==> config.mk <==
export PLATFORM = sky130hd
export DESIGN_NAME = writeback_commit
export DESIGN_NICKNAME = d
export VERILOG_FILES = /design/src/rtl/writeback_commit_pkg.sv /design/src/rtl/writeback_commit_csr_write_fifo.sv /design/src/rtl/writeback_commit.sv
export SDC_FILE = /design/constraint.sdc
export NUM_CORES = 1
export LEC_CHECK = 0
export BUFFER_PORTS_ARGS = -buffer_cell sky130_fd_sc_hd__buf_2
export CAP_MARGIN = 0
export CORE_MARGIN = 3
export CORE_UTILIZATION = 58
export CTS_BUF_LIST = sky130_fd_sc_hd__clkbuf_8
export DETAILED_ROUTE_END_ITERATION = 8
export GPL_TIMING_DRIVEN = 0
export PLACE_DENSITY = 0.95
export REMOVE_ABC_BUFFERS = 1
export SYNTH_ARGS = -nofsm -noshare
export SYNTH_HDL_FRONTEND = slang
export SYNTH_SLANG_ARGS = --single-unit
==> constraint.sdc <==
create_clock -name clock -period 13.9 [get_ports clock]
set_clock_uncertainty 0.05 [all_clocks]
set_input_delay 2.78 -clock clock [delete_from_list [all_inputs] [get_ports clock]]
set_output_delay 2.78 -clock clock [all_outputs]
set_load 0.01 [all_outputs]
==> src/rtl/writeback_commit_pkg.sv <==
// rtl/writeback_commit_pkg.sv - shared types for the multi-lane writeback/commit stage
package writeback_commit_pkg;

    typedef logic [11:0] destinationCSR_;

    typedef enum logic [1:0] {
        CSR_NONE = 2'd0,
        CSR_RW   = 2'd1,
        CSR_RS   = 2'd2,
        CSR_RC   = 2'd3
    } csrOp_;

    typedef struct packed {
        logic           valid;
        logic           illegal;
        logic           writebackEnable;
        logic [4:0]     destinationRegister;
        logic [31:0]    data;
        csrOp_          CSROp;
        destinationCSR_ destinationCSR;
        logic [31:0]    oldCSRValue;
        logic           CSRWriteIntent;
    } memoryWritebackPayload_;

    typedef struct packed {
        destinationCSR_ csr;
        logic [31:0]    data;
    } csrWriteEntry_;

endpackage

==> src/rtl/writeback_commit_csr_write_fifo.sv <==
// rtl/writeback_commit_csr_write_fifo.sv - in-order CSR write queue, up to LANES pushes and one pop per cycle
module csr_write_fifo
    import writeback_commit_pkg::*;
#(
    parameter int DEPTH = 4,
    parameter int LANES = 2
) (
    input  logic                         clock,
    input  logic                         reset,
    input  logic [LANES-1:0]             push_valid,
    input  csrWriteEntry_ [LANES-1:0]    push_entry,
    input  logic                         pop_ready,
    output csrWriteEntry_                head_entry,
    output logic                         head_valid,
    output logic [$clog2(DEPTH+1)-1:0]   count
);

    localparam int CNT_W = $clog2(DEPTH + 1);
    localparam int PTR_W = (DEPTH > 1) ? $clog2(DEPTH) : 1;

    csrWriteEntry_           r_mem [DEPTH];
    logic [PTR_W-1:0]        r_wr_ptr;
    logic [PTR_W-1:0]        r_rd_ptr;
    logic [CNT_W-1:0]        r_count;
    logic [PTR_W-1:0]        w_slot [LANES];
    logic [CNT_W-1:0]        w_push_num;
    logic [PTR_W-1:0]        w_wr_ptr_next;
    logic                    w_pop;

    // Compact pushing lanes into consecutive slots, oldest lane first
    always_comb begin
        int ofs;
        ofs = 0;
        for (int l = 0; l < LANES; l++) begin
            w_slot[l] = PTR_W'((int'(r_wr_ptr) + ofs) % DEPTH);
            if (push_valid[l]) begin
                ofs = ofs + 1;
            end
        end
        w_push_num    = CNT_W'(ofs);
        w_wr_ptr_next = PTR_W'((int'(r_wr_ptr) + ofs) % DEPTH);
    end

    assign head_valid = (r_count != '0);
    assign w_pop      = pop_ready & head_valid;
    assign head_entry = head_valid ? r_mem[r_rd_ptr] : '0;
    assign count      = r_count;

    // Entry storage; no reset needed because the head is masked while empty
    always_ff @(posedge clock) begin
        for (int l = 0; l < LANES; l++) begin
            if (push_valid[l]) begin
                r_mem[w_slot[l]] <= push_entry[l];
            end
        end
    end

    // Pointer and occupancy bookkeeping; push and pop may coincide
    always_ff @(posedge clock) begin
        if (reset) begin
            r_wr_ptr <= '0;
            r_rd_ptr <= '0;
            r_count  <= '0;
        end else begin
            r_wr_ptr <= w_wr_ptr_next;
            if (w_pop) begin
                r_rd_ptr <= PTR_W'((int'(r_rd_ptr) + 1) % DEPTH);
            end
            r_count <= r_count + w_push_num - CNT_W'(w_pop);
        end
    end

endmodule

==> src/rtl/writeback_commit.sv <==
// rtl/writeback_commit.sv - multi-lane writeback/commit stage; WRITEBACK_RETIRE_COUNTER_EN adds retireCount
module writeback_commit
    import writeback_commit_pkg::*;
#(
    parameter int LANES           = 2,
    parameter int CSR_QUEUE_DEPTH = 4,
    parameter int RETIRE_WIDTH    = 64
) (
    input  logic                            clock,
    input  logic                            reset,
    input  memoryWritebackPayload_ [LANES-1:0] memoryWritebackPayload,
    input  logic                            interrupt,
    output logic                            writebackStall,
    output logic [LANES-1:0]                destinationEnable,
    output logic [LANES-1:0][4:0]           writeAddress,
    output logic [LANES-1:0][31:0]          writeData,
    output logic [LANES-1:0]                memoryWritebackValid,
    output destinationCSR_                  destinationCSR,
    output logic [31:0]                     csrWriteData,
    output logic                            csrDestinationEnable,
    input  logic                            csrReady,
    output logic                            interruptTake
`ifdef WRITEBACK_RETIRE_COUNTER_EN
    ,
    output logic [RETIRE_WIDTH-1:0]         retireCount
`endif
);

    localparam int CNT_W = $clog2(CSR_QUEUE_DEPTH + 1);
    localparam logic [CNT_W-1:0] STALL_ABOVE = CNT_W'(CSR_QUEUE_DEPTH - LANES);

    logic [LANES-1:0]           w_retire;
    logic [LANES-1:0]           w_push;
    csrWriteEntry_ [LANES-1:0]  w_push_entry;
    csrWriteEntry_              w_head;
    logic [CNT_W-1:0]           w_count;
    logic                       r_pending;
    logic                       r_take;

    // Stall whenever a full-width retire could overflow the queue
    assign writebackStall = (w_count > STALL_ABOVE);

    // Per-lane retire qualification, register-file write port and CSR push request
    always_comb begin
        destinationEnable    = '0;
        writeAddress         = '0;
        writeData            = '0;
        memoryWritebackValid = '0;
        w_retire             = '0;
        w_push               = '0;
        w_push_entry         = '0;
        for (int l = 0; l < LANES; l++) begin
            w_retire[l]             = memoryWritebackPayload[l].valid & ~memoryWritebackPayload[l].illegal
                                      & ~writebackStall;
            memoryWritebackValid[l] = memoryWritebackPayload[l].valid;
            writeAddress[l]         = memoryWritebackPayload[l].destinationRegister;
            if (memoryWritebackPayload[l].CSROp != CSR_NONE) begin
                destinationEnable[l] = w_retire[l];
                writeData[l]         = memoryWritebackPayload[l].oldCSRValue;
                w_push[l]            = w_retire[l] & memoryWritebackPayload[l].CSRWriteIntent;
            end else begin
                destinationEnable[l] = w_retire[l] & memoryWritebackPayload[l].writebackEnable;
                writeData[l]         = memoryWritebackPayload[l].data;
            end
            w_push_entry[l].csr  = memoryWritebackPayload[l].destinationCSR;
            w_push_entry[l].data = memoryWritebackPayload[l].data;
        end
    end

    csr_write_fifo #(
        .DEPTH (CSR_QUEUE_DEPTH),
        .LANES (LANES)
    ) u_csr_write_fifo (
        .clock      (clock),
        .reset      (reset),
        .push_valid (w_push),
        .push_entry (w_push_entry),
        .pop_ready  (csrReady),
        .head_entry (w_head),
        .head_valid (csrDestinationEnable),
        .count      (w_count)
    );

    assign destinationCSR = w_head.csr;
    assign csrWriteData   = w_head.data;
    assign interruptTake  = r_take;

    // Hold the interrupt until some instruction retires, then pulse take; a new request re-arms
    always_ff @(posedge clock) begin
        if (reset) begin
            r_pending <= 1'b0;
            r_take    <= 1'b0;
        end else begin
            r_take    <= r_pending & (|w_retire);
            r_pending <= interrupt | (r_pending & ~(|w_retire));
        end
    end

`ifdef WRITEBACK_RETIRE_COUNTER_EN
    logic [RETIRE_WIDTH-1:0] w_retire_num;
    logic [RETIRE_WIDTH-1:0] r_retire_count;

    // Number of lanes retiring this cycle
    always_comb begin
        w_retire_num = '0;
        for (int l = 0; l < LANES; l++) begin
            w_retire_num = w_retire_num + RETIRE_WIDTH'(w_retire[l]);
        end
    end

    // Free-running retire counter, wraps naturally
    always_ff @(posedge clock) begin
        if (reset) begin
            r_retire_count <= '0;
        end else begin
            r_retire_count <= r_retire_count + w_retire_num;
        end
    end

    assign retireCount = r_retire_count;
`else
    logic unused_retire_width;
    assign unused_retire_width = ^RETIRE_WIDTH;
`endif

endmodule

; Word-level counts from Yosys, hierarchy flattened
; Memory sizes are Yosys's and may differ from the RTL's. A register that Yosys moved wholly into a read port is not among the register bits.
; Index checks and enable logic that the tools add are counted.
; Widths: inputs -> output; s select.
[op_classes]
n_addsub = 6
order_cmp = 1
mux = 15
n_bitwise = 16
reduce_logical = 4
[ops]
columns = cell, n
row1 = $mux 32, 2
row2 = $mux 44, 1
row3 = $and 1x1->1, 11
row4 = $mux 1, 9
row5 = $mux 2, 3
row6 = $not 1->1, 4
row7 = $reduce_bool 2->1, 2
row8 = $add 3x2->3, 1
row9 = $gt 3x2->1 const B, 1
row10 = $reduce_bool 3->1, 1
row11 = $sub 3x1->3, 1
row12 = $add 1x1->2 const B, 1
row13 = $add 2x1->2, 1
row14 = $add 2x1->2 const B, 1
row15 = $add 2x2->2, 1
row16 = $reduce_or 2->1, 1
row17 = $or 1x1->1, 1
[totals]
register_bits = 9
ramBits = 176
input_bits = 178
mem_count = 1
[memory_table]
columns = name, words, word_bits, rd, rd_ports_with_merged_regs, wr, line
row1 = u_csr_write_fifo.r_mem, 4, 44, 1, 1, 2, writeback_commit_csr_write_fifo.sv:21  ; csrWriteEntry_ r_mem [DEPTH];

; Longest topological paths before layout
; Gate-level depths: netlist of the first run.
[depth]
ltp_word = 10
depth_mapped = 11
depth_no_buf = 11

; By module
; Synthesis of the first run repeated with hierarchy kept, for this count alone.
[unflattened]
cells_unflattened = 629
hier_area_um2 = 10380.0
[modules_own_cells]
columns = module, n_inst, cells_each, area_per_inst_um2
row1 = csr_write_fifo, 1, 528, 9350.2
row2 = writeback_commit, 1, 101, 1029.7

; Worst setup path after synthesis of the first run
; No wires, ideal clock.
[synth_timing]
path_kind = in2reg
startpoint = input memoryWritebackPayload[86] (netlist bit)
endpoint = memory u_csr_write_fifo.r_mem[0][0] (netlist bit) (enable)
setup_ns = 0.512
arrival_time_ns = 6.502
setup_slack_ns = 6.836
cell_stages = 4
n_path_buf = 0
path_cell_list = nor2b_1 -> and2_1 -> nand3b_1 -> o31ai_1
[synth_rtl]
columns = element, line
row1 = from (decl), writeback_commit.sv:11  ; input memoryWritebackPayload_ [LANES-1:0] memoryWritebackPayload,
row2 = to (decl), writeback_commit_csr_write_fifo.sv:21

==> summary.md, run 1 <==
| Metric | Value |
|---|---|
| Dpl cells | 1099 |
| Total negative slack | 0 ns |
| Post-Syn Area per Cell | 16.4 sq um |
| Critical path capture point type | output port |
| Core area | about 17000 sq um |
| Netlist Area Pre-Place | 10300 sq um |
| Worst path most repeated cell | buf_2 |
| Vias in the first global route | 7289 |
| Clock slew at reported path FFs | 0.10 ns |
| Vias per inst | 5.94 |
| Routed wire per std cell | ~22 um |
| Post-layout nets | 1078 |
| Synth-to-layout area growth | 19.4% |
| Async SR Flop Fraction | 0% |
| Max-slew headroom | around 29% |
| Leading area contributor after synthesis | edfxtp_1 |
| CTS tree | built |
| Starting Density | 59.6% |
| Cell area after layout | 12300 sq um |
| Crit share post-route | 50.0% |
| Total wire length | approximately 25000 um |
| First-pass GRT wire length | 38800 um |
| Global route overflow | 0 |
| TritonCTS Buffers | 17 |
| CP Buf/Inv Count | 3 |
| Worst path cell trace | buf_2, nor2_4, buf_16, mux2_2, buf_2 |
| Crit path kind | in2out |
| Post-CTS Resized | 0 |
| Die width | 140 um |
| Worst path slowest cell | nor2_4 |
| Post-layout min period | 6.95 ns |
| Drt first pass iters | 5 |
| I/O Pins | 303 |
| Commonest cells in the netlist | mux2_2, edfxtp_1, and2_1 |
| DR iter-0 viols | 318 |
| Max stage delay on crit path | approximately 0.45 ns |
| Power Density | 123 nW/um^2 |
| Routability cong. | 0.716 |
| Post-synth cell types | 37 |
| Final hold vios | 0 |
| Initial antenna violation count | 0 |
| Top-count cell post-synth | mux2_2 |
| All-layer global routing usage | approximately a quarter |
| Layout cells sized above 1 | 66.9% |
| RSZ-0062 raised after global routing | false |
| Total power | 0.00152 W |
| Max clock buf depth | 2 |
| RR Startpoint | u_csr_write_fifo.count[1] |
| ANT cells | 0 |
| Worst-Margin Slew | 1.06 ns |
| Ranking of synthesized cells by area | edfxtp_1, mux2_2, mux4_2 |
| Startpoint types | input pin |
| Critical path data arrival time | 4.12 ns |
| Hold path start | r_pending |
| Max_cap viols | 0 |
| Cells after Synth | 630 |
| Fmax | 144 MHz |
| Number of synthesized flops with an enable pin | between 150 and 200 |
| Delay-heaviest family, CP | buffers and inverters |
| PortBufs | 282 |
| Hold Crit Class | reg2reg |
| Maximum VDD drop | 0.0838 mV |
| Synth top area share | roughly half |
| Root Buffer | clkbuf_8 |
| Worst skew pair latency | 0.46 ns |
| Via count | 6717 |
| Sequential fraction of the synthesis area | roughly 53% |
| CP required | 11.07 ns |
| #FFs+latches synth | around 190 |
| H-tree depth | 4 |
| Synth Warn # | 0 |
| Post-route insts no fill | 1131 |
| Clock Sink Count | 187 |
| Slew Limit Fails | 0 |
| Setup crit start | memoryWritebackPayload[46] |
| # hold bufs at CTS | 0 |
| Top FF cell, synth | edfxtp_1 |
| Largest net degree at the start of global routing | 48 |
| Die area | 19500 sq um |
| CP max FO | 22 |
| Postcts setup bufs | 0 |
| Outcome | finished clean |
| # rows | 48 |
| DR DRC count | 0 |
| Die H | 140 um |
| Routed Antenna Nets | 0 |
| Final setup viols | 0 |
| Leak pwr | 4.64 nW |
| Post-DP Area | 12000 sq um |
| Final HPWL DP | 17000 um |
## registers in the layout, summed over array words and instances, names as in the netlist, named ones only
name and count:
interruptTake 1, r_pending 1, u_csr_write_fifo.count 3, u_csr_write_fifo.r_mem 176
u_csr_write_fifo.r_rd_ptr 2, u_csr_write_fifo.r_wr_ptr 2
## layout make-up
cell class,count,area [sq um]
sequential,187,5510
fill,1123,5010
multi-input combinational,385,4500
timing repair buffer,295,1670
tap,225,282
clock buffer,17,234
clock inverter,15,113
inverter,7,26.3
## worst register-to-register path, delay by kind of cell (launching register included)
family	cells	cell delay [ns]
buffers and inverters	2	0.49
DFF	1	0.36
and+or+nand+nor	4	1.60
AOI/OAI and AO/OA	2	0.93
adders and majority gates	1	0.27
## stage by stage
| step | util [%] | hold WS (ns) | worst slack (ns) |
|---|---|---|---|
| floorplan | - | 0.393 | 6.00 |
| global placement | 67.2 | 0.412 | 2.85 |
| detailed placement | 69.1 | 0.426 | 6.95 |
| CTS | 71.1 | 0.443 | 6.94 |
| global route | 71.1 | 0.460 | 6.91 |
| finish | 71.1 | 0.451 | 6.95 |
## final timing paths
path / endpoint / slack [ns] / cells past startpoint
setup / recovery: writeData[10] / 6.95 / 5
hold / removal: interruptTake / 0.45 / 1
setup reg to reg: u_csr_write_fifo.r_mem[2][8] / 9.86 / 9
hold reg to reg: interruptTake / 0.45 / 1
## where the power goes
group / switching [W] / internal, W / total [W]
clock network: 0.000190 / 0.000139 / 0.000329
registers: 0.0000333 / 0.000646 / 0.000680
logic: 0.000252 / 0.000259 / 0.000512
total: 0.000476 / 0.00104 / 0.00152
## cell usage in the layout, fill, tap and decap left out, drive strengths merged
master,netlist,routed
nand3,3,3
nand2b,2,2
a21oi,2,2
fa,1,1
or3,1,1
and2b,1,1
bufinv,0,1
inv,7,12
nor2b,3,3
nor2,12,12
xnor2,5,5
xor2,3,3
clkbuf,17,17
nor3,3,3
o21bai,2,2
mux2,240,240
buf,34,295
o21ai,3,3
o211ai,1,1
ha,6,6
edfxtp,176,176
clkinvlp,0,2
nand2,2,2
and2,47,47
o31a,1,1
dfxtp,11,11
nor3b,1,1
o31ai,1,1
nand3b,1,1
mux4,44,44
clkinv,0,7
## routing by layer
| metal | track usage, % | routed length, um | up-vias |
|---|---|---|---|
| li1 | - | - | 2989 |
| met1 | 31.3 | 9410 | 3378 |
| met2 | 46.1 | 13400 | 323 |
| met3 | 5.26 | 1790 | 27 |
| met4 | 8.08 | 346 | 0 |
| met5 | 0 | 0 | - |
## logic make-up after synthesis
logic type / after synthesis / synth area share, %
XOR/XNOR: 8 / 0.823
multiplexers: 284 / 35.7
AND/OR/NAND/NOR: 76 / 4.76
adder cells (fa/ha/maj): 7 / 0.920
AO/OA/AOI/OAI: 10 / 0.726
flip-flops: 187 / 53.2
buffers and inverters: 58 / 3.80
Note: power is estimated with default switching activity, not from simulation.
==> run 2, diff against run 1 <==
--- a/config.mk
+++ b/config.mk
@@ -5,14 +5,15 @@
 export SDC_FILE = /design/constraint.sdc
 export NUM_CORES = 1
 export LEC_CHECK = 0
+export ABC_AREA = 1
 export BUFFER_PORTS_ARGS = -buffer_cell sky130_fd_sc_hd__buf_2
 export CAP_MARGIN = 0
 export CORE_MARGIN = 3
-export CORE_UTILIZATION = 58
+export CORE_UTILIZATION = 50
 export CTS_BUF_LIST = sky130_fd_sc_hd__clkbuf_8
 export DETAILED_ROUTE_END_ITERATION = 8
 export GPL_TIMING_DRIVEN = 0
-export PLACE_DENSITY = 0.95
+export PLACE_DENSITY = 0.88
 export REMOVE_ABC_BUFFERS = 1
 export SYNTH_ARGS = -nofsm -noshare
 export SYNTH_HDL_FRONTEND = slang
==> constraint.sdc (replaced) <==
create_clock -name clock -period 6.1 [get_ports clock]
set_clock_uncertainty 0.05 [all_clocks]
set_input_delay 1.22 -clock clock [delete_from_list [all_inputs] [get_ports clock]]
set_output_delay 1.22 -clock clock [all_outputs]
set_load 0.01 [all_outputs]
==> run 2 against run 1 <==
Total power is 150% higher; cell count is 59% higher; area after synthesis is 8.7% higher; critical path depth is 6 higher; critical path type is now in2reg; routed wire length is 39% higher; setup slack worse by 6.4 ns; combinational power grew to 2.9 times the previous value; non-clock buffer count is 3 higher; global-route usage is 2.1 points higher.
==> summary.md, run 2 <==
| Metric | Value |
|---|---|
| RSZ-0062 raised after global routing | false |
| Max-slew headroom | 16.8% |
| Final HPWL DP | 20600 um |
| Synth Warn # | 0 |
| DR iter-0 viols | 1169 |
| Combinational share of power | about two fifths |
| Critical path capture point type | register |
| Crit path kind | in2reg |
| Commonest cells in the netlist | nand2_1, nor2_1, edfxtp_1, nand4_1, o21ai_0 |
| Starting Density | a little over 50% |
| Slew Limit Fails | 0 |
| Max reg flops | 176 |
| All-layer global routing usage | 27.8% |
| Synth top area share | 47.0% |
| Largest net degree at the start of global routing | 89 |
| Clock slew at reported path FFs | 0.10 ns |
| Netlist Area Pre-Place | 11200 sq um |
| Post-CTS Resized | 0 |
| Hold Slack | 0.413 ns |
| Die H | between 150 and 200 um |
| Worst-Margin Slew | 1.24 ns |
| Hold Crit Class | reg2reg |
| First-pass GRT wire length | between 50000 and 60000 um |
| Maximum VDD drop | 0.387 mV |
| Leading area contributor after synthesis | edfxtp_1 |
| Fmax | 180 MHz |
| Cells after Synth | ~1300 |
| Async SR Flop Fraction | 0% |
| Leading cell type in the layout, fill and taps excluded | nand2_1 |
| Layout cells sized above 1 | 27.3% |
| Post-Syn Area per Cell | 8.57 sq um |
| Final hold vios | 0 |
| Drt first pass iters | 6 |
| CP required | between 6 and 7 ns |
| Via count | 10800 |
| Max clock buf depth | 2 |
| Routability cong. | 0.785 |
| Die area | 24300 sq um |
| Core area | 22000 sq um |
| Final setup viols | 0 |
| Switching part of the total | 39.5% |
| # rows | 54 |
| Routed Antenna Nets | 0 |
| P_int | 0.00228 W |
| Global route overflow | 0 |
| Top-count cell post-synth | nand2_1 |
| Outcome | finished clean |
| #FFs+latches synth | 187 |
| Setup ws final | 0.557 ns |
| Sequential fraction of the synthesis area | 49.0% |
| Post-layout nets | 1694 |
| Most frequent cells in the layout | nand2_1, buf_2, nor2_1, nand4_1, edfxtp_1 |
| Sw power | 0.00149 W |
| Die width | around 160 um |
| Vias in the first global route | between 10000 and 15000 |
| Post-layout min period | about 5.5 ns |
| Fillers | roughly 1900 |
| Post-route insts no fill | 1800 |
| Flop pwr share | 40.8% |
| Number of synthesized flops with an enable pin | roughly 180 |
| TritonCTS Buffers | 17 |
| Clock Sink Count | approximately 190 |
| Critical path data arrival time | 5.65 ns |
| Worst skew pair latency | 0.46 ns |
| Top FF cell, synth | edfxtp_1 |
| Startpoint types | input pin |
| Vias per inst | about 6 |
| # hold bufs at CTS | 0 |
| I/O Pins | between 300 and 400 |
| PortBufs | 282 |
| Reg2reg setup slack | about 1.4 ns |
| Synth-to-layout area growth | 16.4% |
| CP max FO | 45 |
| Post-synth cell types | 26 |
| Crit share post-route | 90.9% |
| Clk pwr share | roughly 20% |
| Postcts setup bufs | 0 |
| Dpl ws | -0.144 ns |
| H-tree depth | 4 |
| Dpl cells | 1767 |
| Leak pwr | around 5.7 nW |
| Ranking of synthesized cells by area | edfxtp_1, nand2_1, nand4_1 |
| Routed wire per std cell | 19.3 um |
| Total wire length | ~35000 um |
| Power Density | 288 nW/um^2 |
| Cell area after layout | 13100 sq um |
| Post-DP Area | about 13000 sq um |
| DR DRC count | 0 |
| Max_cap viols | 0 |
| Root Buffer | clkbuf_8 |
| CTS tree | built |
| Initial antenna violation count | 2 |
-- run 2: changes by cell type after synthesis, moves of 44 or more --
cell     change
buf_2       +60
mux4_2      -44
mux2_2     -160
nor2_1     +179
nand2_1    +376
nand4_1    +176
o21ai_0     +87
a21oi_1     +46
and2_1      -47
-- run 2: kinds of logic after synthesis --
group | synth area share [%]
xor+xnor | 0.156
fa+ha+maj | 0.846
simple gates | 30.9
mux | 6.41
compound gates | 6.10
flops | 49.0
buf+inv | 6.63
-- run 2: worst max-delay path, cell delays in order --
cell     delay [ns]
buf_2          0.13
nor2_4         0.52
buf_16         0.24
nor3_1         0.10
ha_1           0.40
inv_1          0.15
nor2_4         0.79
buf_16         0.26
nand3_4        0.62
nand2_2        0.89
buf_12         0.29
-- run 2: layout make-up --
cell class | instances | area (sq um) | share of cell area [%]
multi-input combinational | 978 | 5010 | 38.3
tap | 280 | 350 | 2.68
clock buffer | 17 | 234 | 1.79
timing repair buffer | 298 | 1780 | 13.6
inverter | 27 | 105 | 0.803
sequential | 187 | 5510 | 42.1
antenna | 1 | 2.50 | 0.0191
clock inverter | 12 | 104 | 0.793
-- run 2: path summary, 6_finish.rpt --
path,end,from,depth (start not counted)
setup / recovery,u_csr_write_fifo.r_mem[3][36],memoryWritebackPayload[46],11
hold / removal,interruptTake,r_pending,2
setup reg to reg,u_csr_write_fifo.r_mem[3][36],u_csr_write_fifo.count[1],12
hold reg to reg,interruptTake,r_pending,2
-- run 2: stage by stage --
step                power, W  setup TNS, ns  util, %
finish               0.00377              0     59.6
global route         0.00396              0     59.6
detailed placement   0.00300          -4.34     57.8
global placement     0.00295        -847.68     56.3
floorplan            0.00234              0        -
CTS                  0.00374              0     59.3
-- run 2: power groups by stage --
stage,combinational (W),sequential [W],clock (W)
floorplan,0.000775,0.00156,0
global placement,0.00135,0.00160,0
detailed placement,0.00144,0.00156,0
CTS,0.00145,0.00154,0.000759
global route,0.00161,0.00154,0.000808
finish,0.00147,0.00154,0.000758
-- run 2: metal layers --
| layer | part of all wire [%] | up-vias | track usage (%) |
|---|---|---|---|
| met2 | 50 | 753 | 47.2 |
| met1 | 36 | 4950 | 34.8 |
| met3 | 12 | 92 | 4.69 |
| met5 | 0.038 | - | 0 |
| met4 | 2.3 | 2 | 12.7 |
| li1 | - | 4977 | - |
==> run 3, diff against run 2 <==
--- a/config.mk
+++ b/config.mk
@@ -5,15 +5,15 @@
 export SDC_FILE = /design/constraint.sdc
 export NUM_CORES = 1
 export LEC_CHECK = 0
-export ABC_AREA = 1
 export BUFFER_PORTS_ARGS = -buffer_cell sky130_fd_sc_hd__buf_2
 export CAP_MARGIN = 0
 export CORE_MARGIN = 3
-export CORE_UTILIZATION = 50
+export CORE_UTILIZATION = 49
 export CTS_BUF_LIST = sky130_fd_sc_hd__clkbuf_8
 export DETAILED_ROUTE_END_ITERATION = 8
 export GPL_TIMING_DRIVEN = 0
-export PLACE_DENSITY = 0.88
+export HOLD_SLACK_MARGIN = 0.03
+export PLACE_DENSITY = 0.87
 export REMOVE_ABC_BUFFERS = 1
 export SYNTH_ARGS = -nofsm -noshare
 export SYNTH_HDL_FRONTEND = slang
==> run 3 against run 2 <==
Setup slack improved by 0.89 ns; non-clock buffer count decreased by 2; sequential power about the same; combinational power decreased by 20%; sequential share of layout area increased by 2.1 points; final area decreased by 4.8%; global-route usage decreased by 6.3 points; critical path depth decreased by 2; total power decreased by 5.1%; critical path type unchanged; largest power group unchanged.
==> summary.md, run 3 (synthesis gave the netlist of run 1 again) <==
| Metric | Value |
|---|---|
| Outcome | finished clean |
| Routed Antenna Nets | 0 |
| Path depth of the worst reg2reg path | 9 |
| Via count | ~6600 |
| Total wire length | 24600 um |
| Most frequent cells in the layout | buf_2, mux2_2, edfxtp_1, and2_1, mux4_2 |
| Clock Sink Count | 187 |
| Starting Density | 50.4% |
| Clock slew at reported path FFs | 0.10 ns |
| Core area | 20500 sq um |
| DR DRC count | 0 |
| Crit share post-route | between 70% and 80% |
| Vias per inst | 5.58 |
| Startpoint types | input pin |
| Post-layout min period | 4.65 ns |
| Max reg flops | ~180 |
| TritonCTS Buffers | 17 |
| Maximum VDD drop | 0.198 mV |
| First-pass GRT wire length | 37300 um |
| Die area | 22900 sq um |
| Max stage delay on crit path | 0.70 ns |
| Final setup viols | 0 |
| Worst-Margin Slew | 0.970 ns |
| I/O Pins | 303 |
| CTS tree | built |
| Layout cells sized above 1 | 67.4% |
| Synth-to-layout area growth | 20.6% |
| Postcts setup bufs | 0 |
| Fmax | 215 MHz |
| Leak pwr | 4.66 nW |
| Leading cell type in the layout, fill and taps excluded | buf_2 |
| Root Buffer | clkbuf_8 |
| # hold bufs at CTS | 0 |
| Routed wire per std cell | 20.9 um |
| Dpl cells | 1145 |
| CP Buf/Inv Count | 3 |
| DR iter-0 viols | 301 |
| Worst path cell trace | buf_2, nor2_4, nand3b_1, inv_1, ha_1, nor2_1, nand3_4, o21ai_4, buf_12 |
| # rows | 52 |
| CP max FO | 45 |
| Crit path kind | in2reg |
| Worst path depth | 9 |
| Routability cong. | slightly above 0.7 |
| Critical path data arrival time | 4.75 ns |
| Setup crit start | memoryWritebackPayload[46] |
| Worst path slowest cell | nand3_4 |
| FF-to-FF End | u_csr_write_fifo.r_mem[2][29] |
| PortBufs | 282 |
| Largest net degree at the start of global routing | 48 |
| All-layer global routing usage | 21.5% |
| Final HPWL DP | 16800 um |
| Critical path capture point type | register |
| Slew Limit Fails | 0 |
| Cell depth of the worst hold path | 1 |
| Initial antenna violation count | 1 |
| Drt first pass iters | 5 |
| Post-route insts no fill | 1177 |
| Die H | approximately 150 um |
| H-tree depth | 4 |
| CP required | around 6.2 ns |
| Post-CTS Resized | 0 |
| Dpl ws | approximately 0.96 ns |
| Die width | 151 um |
| Max-slew headroom | 35.1% |
| Max_cap viols | 0 |
| Hold Crit Class | reg2reg |
| Delay-heaviest family, CP | simple AND/OR/NAND/NOR gates |
| Max clock buf depth | 2 |
| Power Density | 287 nW/um^2 |
| Worst skew pair latency | 0.45 ns |
| RR Startpoint | u_csr_write_fifo.count[1] |
| Post-layout nets | 1079 |
| Global route overflow | 0 |
| Final hold vios | 0 |
| Reg2reg setup slack | just over 2 ns |
| Setup ws final | 1.45 ns |
| RSZ-0062 raised after global routing | false |
| Vias in the first global route | 6955 |
| Total negative slack | 0 ns |
| CP Capture Point | u_csr_write_fifo.r_mem[2][29] |
| Hold Slack | 0.439 ns |
[run 3: per-layer routing]
metal	routed length, um	GRT usage, %
met5	0	0
met4	329	7.16
met3	1640	4.07
met2	13000	38.3
met1	9610	26.3
[run 3: worst min-delay path by stage]
stage | startpoint | end
floorplan | r_pending | r_pending
global placement | r_pending | r_pending
detailed placement | r_pending | r_pending
CTS | r_pending | interruptTake
global route | r_pending | interruptTake
finish | r_pending | interruptTake
[run 3: metrics by stage]
stage	power, W	area, sq um	util (%)
finish	0.00358	12500	60.8
global route	0.00375	12500	60.8
CTS	0.00361	12500	60.8
detailed placement	0.00276	12100	58.8
global placement	0.00273	11700	57.2
floorplan	0.00227	9970	-
[run 3: cell type report]
cell class | count | area [sq um]
Timing Repair Buffer | 296 | 1680
Clock inverter | 14 | 169
Antenna cell | 1 | 2.50
Tap cell | 270 | 338
Sequential cell | 187 | 5510
Multi-Input combinational cell | 385 | 4500
Inverter | 7 | 26.3
Fill cell | 1529 | 8030
Clock buffer | 17 | 234
[run 3: power breakdown]
group          switching [W]  internal (W)
Sequential         0.0000759       0.00147
Clock               0.000458      0.000405
Combinational       0.000573      0.000593
Total                0.00111       0.00247
